--- src/rtl/memory_arbiter_pkg.sv ---
// Shared encodings for the two-port (ICache/DCache) memory arbiter.
// Holds the FSM states, command priority and line beat count.
package memory_arbiter_pkg;

  typedef enum logic [1:0] {
    StIdle,
    StOwnI,
    StOwnD
  } stateT;

  typedef enum logic [2:0] {
    CmdNone,
    CmdReadWord,
    CmdReadLine,
    CmdWriteWord,
    CmdWriteLine
  } cmdT;

  localparam int unsigned LineBeats = 4;
  localparam logic [1:0]  LastBeat  = 2'(LineBeats - 1);

  // Several command bits at once collapse to the highest-priority one.
  function automatic cmdT pickCmd(input logic writeLine, input logic writeWord,
                                  input logic readLine, input logic readWord);
    cmdT cmd;
    cmd = CmdNone;
    if (writeLine) begin
      cmd = CmdWriteLine;
    end else if (writeWord) begin
      cmd = CmdWriteWord;
    end else if (readLine) begin
      cmd = CmdReadLine;
    end else if (readWord) begin
      cmd = CmdReadWord;
    end
    return cmd;
  endfunction

endpackage

--- src/rtl/memory_arbiter_if.sv ---
// Cache/memory request bus: the master issues commands, the slave returns data and a Ready strobe.
interface memory_arbiter_if #(
  parameter int PABITS = 32
);
  localparam int W = PABITS - 2;

  logic [W-1:0] Address;
  logic         ReadLine;
  logic         ReadWord;
  logic         WriteLine;
  logic         WriteWord;
  logic [3:0]   WriteBE;
  logic [127:0] Out;
  logic [31:0]  In;
  logic [1:0]   Offset;
  logic         Ready;

  modport master (
    output Address, ReadLine, ReadWord, WriteLine, WriteWord, WriteBE, Out,
    input  In, Offset, Ready
  );

  modport slave (
    input  Address, ReadLine, ReadWord, WriteLine, WriteWord, WriteBE, Out,
    output In, Offset, Ready
  );

endinterface

--- src/rtl/memory_arbiter.sv ---
// Round-robin arbiter granting the single memory port to the ICache or DCache for one
// transaction at a time; commands are latched on grant and never preempted.
module memory_arbiter #(
  parameter int PABITS = 32
) (
  input logic              clock,
  input logic              reset,
  memory_arbiter_if.slave  iBus,
  memory_arbiter_if.slave  dBus,
  memory_arbiter_if.master memBus
);
  import memory_arbiter_pkg::*;

  localparam int W = PABITS - 2;

  stateT        stateQ;
  cmdT          cmdQ;
  logic [W-1:0] addrQ;
  logic [127:0] outQ;
  logic [3:0]   beQ;
  logic [1:0]   beatQ;
  logic         lastD;
  logic         settleQ;

  cmdT  iCmd;
  cmdT  dCmd;
  logic iReq;
  logic dReq;
  logic owned;
  logic done;

  assign iCmd  = pickCmd(iBus.WriteLine, iBus.WriteWord, iBus.ReadLine, iBus.ReadWord);
  assign dCmd  = pickCmd(dBus.WriteLine, dBus.WriteWord, dBus.ReadLine, dBus.ReadWord);
  assign iReq  = iCmd != CmdNone;
  assign dReq  = dCmd != CmdNone;
  assign owned = stateQ != StIdle;
  assign done  = owned && memBus.Ready && ((cmdQ != CmdReadLine) || (beatQ == LastBeat));

  always_ff @(posedge clock or negedge reset) begin
    if (!reset) begin
      stateQ  <= StIdle;
      cmdQ    <= CmdNone;
      addrQ   <= '0;
      outQ    <= '0;
      beQ     <= '0;
      beatQ   <= '0;
      lastD   <= 1'b0;
      settleQ <= 1'b0;
    end else begin
      unique case (stateQ)
        StIdle: begin
          // The first idle cycle after a completion ignores requests, so a requester that
          // still holds its command for a cycle after Ready is not served twice.
          if (settleQ) begin
            settleQ <= 1'b0;
          end else if (dReq && (!iReq || !lastD)) begin
            stateQ <= StOwnD;
            cmdQ   <= dCmd;
            addrQ  <= dBus.Address;
            outQ   <= dBus.Out;
            beQ    <= dBus.WriteBE;
            beatQ  <= '0;
            lastD  <= 1'b1;
          end else if (iReq) begin
            stateQ <= StOwnI;
            cmdQ   <= iCmd;
            addrQ  <= iBus.Address;
            outQ   <= iBus.Out;
            beQ    <= iBus.WriteBE;
            beatQ  <= '0;
            lastD  <= 1'b0;
          end
        end
        default: begin
          if (memBus.Ready && (cmdQ == CmdReadLine)) begin
            beatQ <= beatQ + 2'd1;
          end
          if (done) begin
            stateQ  <= StIdle;
            cmdQ    <= CmdNone;
            beQ     <= '0;
            settleQ <= 1'b1;
          end
        end
      endcase
    end
  end

  assign memBus.Address   = addrQ;
  assign memBus.Out       = outQ;
  assign memBus.WriteBE   = beQ;
  assign memBus.WriteLine = cmdQ == CmdWriteLine;
  assign memBus.WriteWord = cmdQ == CmdWriteWord;
  assign memBus.ReadLine  = cmdQ == CmdReadLine;
  assign memBus.ReadWord  = cmdQ == CmdReadWord;

  // Memory responses reach only the current owner; Ready seen in idle goes nowhere.
  assign iBus.Ready  = (stateQ == StOwnI) && memBus.Ready;
  assign iBus.In     = (stateQ == StOwnI) ? memBus.In : '0;
  assign iBus.Offset = (stateQ == StOwnI) ? memBus.Offset : '0;
  assign dBus.Ready  = (stateQ == StOwnD) && memBus.Ready;
  assign dBus.In     = (stateQ == StOwnD) ? memBus.In : '0;
  assign dBus.Offset = (stateQ == StOwnD) ? memBus.Offset : '0;

endmodule

--- src/flat_wrapper.sv ---
// flat-port wrapper written by rule: the top's interface ports become plain ports
module memory_arbiter_flat import memory_arbiter_pkg::*;
#(
  parameter int PABITS = 32
)
  (clock, reset, iBus_Address, iBus_ReadLine, iBus_ReadWord, iBus_WriteLine, iBus_WriteWord, iBus_WriteBE, iBus_Out, iBus_In, iBus_Offset, iBus_Ready, dBus_Address, dBus_ReadLine, dBus_ReadWord, dBus_WriteLine, dBus_WriteWord, dBus_WriteBE, dBus_Out, dBus_In, dBus_Offset, dBus_Ready, memBus_Address, memBus_ReadLine, memBus_ReadWord, memBus_WriteLine, memBus_WriteWord, memBus_WriteBE, memBus_Out, memBus_In, memBus_Offset, memBus_Ready);
  memory_arbiter_if #(.PABITS(PABITS)) iBus_i ();
  memory_arbiter_if #(.PABITS(PABITS)) dBus_i ();
  memory_arbiter_if #(.PABITS(PABITS)) memBus_i ();
  input logic clock;
  input logic reset;
  input wire logic [$bits(iBus_i.Address)-1:0] iBus_Address;
  input wire logic [$bits(iBus_i.ReadLine)-1:0] iBus_ReadLine;
  input wire logic [$bits(iBus_i.ReadWord)-1:0] iBus_ReadWord;
  input wire logic [$bits(iBus_i.WriteLine)-1:0] iBus_WriteLine;
  input wire logic [$bits(iBus_i.WriteWord)-1:0] iBus_WriteWord;
  input wire logic [$bits(iBus_i.WriteBE)-1:0] iBus_WriteBE;
  input wire logic [$bits(iBus_i.Out)-1:0] iBus_Out;
  output wire logic [$bits(iBus_i.In)-1:0] iBus_In;
  output wire logic [$bits(iBus_i.Offset)-1:0] iBus_Offset;
  output wire logic [$bits(iBus_i.Ready)-1:0] iBus_Ready;
  input wire logic [$bits(dBus_i.Address)-1:0] dBus_Address;
  input wire logic [$bits(dBus_i.ReadLine)-1:0] dBus_ReadLine;
  input wire logic [$bits(dBus_i.ReadWord)-1:0] dBus_ReadWord;
  input wire logic [$bits(dBus_i.WriteLine)-1:0] dBus_WriteLine;
  input wire logic [$bits(dBus_i.WriteWord)-1:0] dBus_WriteWord;
  input wire logic [$bits(dBus_i.WriteBE)-1:0] dBus_WriteBE;
  input wire logic [$bits(dBus_i.Out)-1:0] dBus_Out;
  output wire logic [$bits(dBus_i.In)-1:0] dBus_In;
  output wire logic [$bits(dBus_i.Offset)-1:0] dBus_Offset;
  output wire logic [$bits(dBus_i.Ready)-1:0] dBus_Ready;
  output wire logic [$bits(memBus_i.Address)-1:0] memBus_Address;
  output wire logic [$bits(memBus_i.ReadLine)-1:0] memBus_ReadLine;
  output wire logic [$bits(memBus_i.ReadWord)-1:0] memBus_ReadWord;
  output wire logic [$bits(memBus_i.WriteLine)-1:0] memBus_WriteLine;
  output wire logic [$bits(memBus_i.WriteWord)-1:0] memBus_WriteWord;
  output wire logic [$bits(memBus_i.WriteBE)-1:0] memBus_WriteBE;
  output wire logic [$bits(memBus_i.Out)-1:0] memBus_Out;
  input wire logic [$bits(memBus_i.In)-1:0] memBus_In;
  input wire logic [$bits(memBus_i.Offset)-1:0] memBus_Offset;
  input wire logic [$bits(memBus_i.Ready)-1:0] memBus_Ready;
  assign iBus_i.Address = iBus_Address;
  assign iBus_i.ReadLine = iBus_ReadLine;
  assign iBus_i.ReadWord = iBus_ReadWord;
  assign iBus_i.WriteLine = iBus_WriteLine;
  assign iBus_i.WriteWord = iBus_WriteWord;
  assign iBus_i.WriteBE = iBus_WriteBE;
  assign iBus_i.Out = iBus_Out;
  assign iBus_In = iBus_i.In;
  assign iBus_Offset = iBus_i.Offset;
  assign iBus_Ready = iBus_i.Ready;
  assign dBus_i.Address = dBus_Address;
  assign dBus_i.ReadLine = dBus_ReadLine;
  assign dBus_i.ReadWord = dBus_ReadWord;
  assign dBus_i.WriteLine = dBus_WriteLine;
  assign dBus_i.WriteWord = dBus_WriteWord;
  assign dBus_i.WriteBE = dBus_WriteBE;
  assign dBus_i.Out = dBus_Out;
  assign dBus_In = dBus_i.In;
  assign dBus_Offset = dBus_i.Offset;
  assign dBus_Ready = dBus_i.Ready;
  assign memBus_Address = memBus_i.Address;
  assign memBus_ReadLine = memBus_i.ReadLine;
  assign memBus_ReadWord = memBus_i.ReadWord;
  assign memBus_WriteLine = memBus_i.WriteLine;
  assign memBus_WriteWord = memBus_i.WriteWord;
  assign memBus_WriteBE = memBus_i.WriteBE;
  assign memBus_Out = memBus_i.Out;
  assign memBus_i.In = memBus_In;
  assign memBus_i.Offset = memBus_Offset;
  assign memBus_i.Ready = memBus_Ready;
  memory_arbiter #(.PABITS(PABITS)) u_core (.clock(clock), .reset(reset), .iBus(iBus_i), .dBus(dBus_i), .memBus(memBus_i));
endmodule
--- config.mk ---
export PLATFORM = sky130hd
export DESIGN_NAME = memory_arbiter_flat
export DESIGN_NICKNAME = d
export VERILOG_FILES = /design/src/rtl/memory_arbiter_pkg.sv /design/src/rtl/memory_arbiter_if.sv /design/src/rtl/memory_arbiter.sv /design/src/flat_wrapper.sv
export SDC_FILE = /design/constraint.sdc
export NUM_CORES = 1
export LEC_CHECK = 0
export CAP_MARGIN = 20
export CORE_AREA = 2 2 237 239
export CTS_CLUSTER_DIAMETER = 60
export DETAILED_ROUTE_END_ITERATION = 10
export DIE_AREA = 0 0 239 241
export PLACE_DENSITY = 0.5
export SYNTH_ARGS = -nofsm -noshare
export SYNTH_HDL_FRONTEND = slang
export SYNTH_SLANG_ARGS = --single-unit
--- constraint.sdc ---
create_clock -name clock -period 2.5 [get_ports clock]
set_input_delay 0.5 -clock clock [delete_from_list [all_inputs] [get_ports clock]]
set_output_delay 0.5 -clock clock [all_outputs]
set_load 0.01 [all_outputs]
==> impl_metrics.ini <==
[outcome]
status = completed

[timing]
fmax_mhz = 415
setup_viol = 0
maxSlewHeadroom = 0.608
fin_crit_ns = 2.41
hold_violations = 0
fin_crit_sh = 0.964
clock_skew_ns = 0.00957
tightest_slew_ns = 0.588
report.final.slew_viol_count = 0
whs_ns = 0.479

[job]
maxCapViolCount = 0

[worst_setup_path]
path_max_fanout = 18
crit_path_end_kind = output port
startpoint_type = flip-flop
timing.rr.start = u_core.stateQ[0]
criticalPathCategory = reg2out
reg2reg_to = u_core.memBus.Out[9]
cp.arrival_ns = 1.91
r2r_slack_ns = 0.58
r2r_cells = 7
critPathRequiredTime_ns = 2.00

[power]
power_density_nw_per_um2 = 1110
irDropWorstVdd_mv = 0.504
netSwitchingFraction = 0.381
power.leakage_uw = 0.00711
pwr-share-comb = 0.583
pwr-share-clk = 0.143
switchingPower_uw = 6880
pwr-share-seq = 0.274
internal_power_uw = 11200

[die]
fp.dieArea_um2 = 57600
initial_core_util = 0.155
die_height_um = 241
io_pins = 605
rows = 86
core_area_um2 = 54900
fp.dieW_um = 239

[logic_synthesis]
syn_nets = 1198
yosys_most_used_dff = dfrtp_1
synth_warnings = 0
async_flop_share = 1.00
yosysSeqAreaShare = 0.503
ys_seq_elements = 171
syn_area_um2 = 8510
synth.top_cell.area_share = 0.503
ys_types = 32
synthCells = 828
avgSynthCellArea_um2 = 10.3
synthTopCellsByArea = dfrtp_1, mux2i_1, nand2_1
synth_edf_count = 0
yosysTopAreaCell = dfrtp_1

[grt]
track_usage = 0.119
grt_pass1_wl_um = 51200
first_global_vias = 8500
globalRouteOverflowTotal = 0
grt_max_degree = 54
antenna_found_initial = 0

[placed_design]
numPortBuffers = 604
dp_hpwl_um = 28300
gp_congestion = 0.792
placed_area_um2 = 15700

[clock_tree]
clk_latency_ns = 0.47
clockBufferDepth = 2
htreeDepth = 4
clk_pin_slew_ns = 0.07
cts.sinks = 171
numCtsBuffers = 17
cts_root_buf = clkbuf_16
tritoncts = yes

[routing]
post_drt_wl_per_cell_um = 16.1
wl_um = 35200
ant_nets = 0
drc = 0
first_pass_iters = 4
viasPerCell = 3.77
vias = 8221
first_iter_violations = 227

[finish]
n_fill_cell = 5776
nets = 1834
final_area_um2 = 16300
ff_latch_area_um2 = 4280
diodes = 0
multi_input_area_um2 = 3820
drive_above_1_share = 0.0779
syn2layout_area_growth_pct = 91.8

[min_path]
hp-class = reg2reg
hold_path_depth = 2
min_to = u_core.memBus.Out[124]
hp-start = u_core.memBus.Out[124]
## sequential cells by signal (all words and copies together), names as in the netlist
name	count
u_core.memBus.Out	128
u_core.memBus.Address	30
u_core.memBus.WriteBE	4
u_core.cmdQ	3
u_core.beatQ	2
u_core.stateQ	2
u_core.lastD	1
u_core.settleQ	1
## routing by layer
| metal | track usage | vias up | part of all wire |
|---|---|---|---|
| met5 | 0 | - | 0 |
| met4 | 0.0530 | 0 | 0.023 |
| met3 | 0.0383 | 41 | 0.076 |
| met2 | 0.200 | 324 | 0.49 |
| met1 | 0.138 | 3745 | 0.41 |
| li1 | - | 4111 | - |
## layout by cell type (no fill, tap or decap), drive strengths merged, types with 6 or more instances in the layout
cell type / n
o21ai: 167
dfrtp: 171
clkdlybuf4s50: 555
and2: 70
clkbuf: 21
dlygate4sd2: 46
mux2i: 164
nand2: 160
inv: 6
buf: 72
## logic make-up after synthesis
| kind of cell | Yosys count | share of synthesized area |
|---|---|---|
| multiplexers | 166 | 0.195 |
| flip-flops | 171 | 0.503 |
| AND/OR/NAND/NOR | 246 | 0.136 |
| buffers and inverters | 64 | 0.0528 |
| adder cells (fa/ha/maj) | 1 | 0.00147 |
| AO/OA/AOI/OAI | 180 | 0.112 |
## power by group through the flow
stage	Clock [µW]	Sequential (µW)	Combinational (µW)
final	2590	4940	10500
after global routing	2840	5130	11500
after CTS	2740	4970	10600
after detailed placement	0	4980	10600
after global placement	0	4960	10500
after floorplan	0	5500	4500
## cell type report
class | count | share of cell area
Inverter | 3 | 0.000690
Sequential cell | 171 | 0.262
Tap cell | 704 | 0.0539
Clock buffer | 19 | 0.0265
Timing Repair Buffer | 678 | 0.415
Multi-Input combinational cell | 593 | 0.234
Clock inverter | 13 | 0.00736
## critical path: stages (launching register included)
cell and delay [ns]:
dfrtp_2 0.42, nor2b_4 0.19, buf_12 0.15, and2_1 0.13, clkdlybuf4s50_1 0.54
## through the flow
step,instances,total power (µW),TNS (ns),utilization,worst slack (ns)
2_1_floorplan,828,10000,0,-,0.716
3_3_place_gp,2138,15500,0,0.286,0.0307
3_5_place_dp,2138,15600,0,0.286,0.0284
4_1_cts,2175,18300,-0.270,0.296,-0.0421
5_1_grt,2181,19500,-0.000657,0.298,-0.000657
6_report,2181,18100,0,0.298,0.0912
## cell usage after synthesis (4+ instances only)
library cell and count:
and2_1 70, o21ai_1 112, buf_8 12, dfrtp_1 171
o2bb2ai_1 5, mux2i_1 164, buf_2 16, clkbuf_1 23
buf_4 8, nor2b_1 4, o21ai_0 55, nand2_1 160
## timing repair
action / CTS / global route
buffers inserted: 3 / 4
endpoints found under the hold margin: 24 / 0
pin swaps: 0 / 0
resized for setup: 58 / 2
gates cloned: 1 / 2
setup endpoints to repair: 71 / 25
hold buffers: 1 / 0
## worst max path at each step
stage / startpoint / end / cells after the start
2_1_floorplan: dBus_WriteLine / u_core.memBus.Out[83] / 7
3_3_place_gp: dBus_WriteLine / u_core.memBus.Address[3] / 7
3_5_place_dp: dBus_WriteLine / u_core.memBus.Out[48] / 7
4_1_cts: u_core.stateQ[0] / iBus_In[9] / 4
5_1_grt: u_core.stateQ[1] / dBus_In[21] / 4
6_report: u_core.stateQ[1] / dBus_In[22] / 4
(Power assumes the default switching activity.)
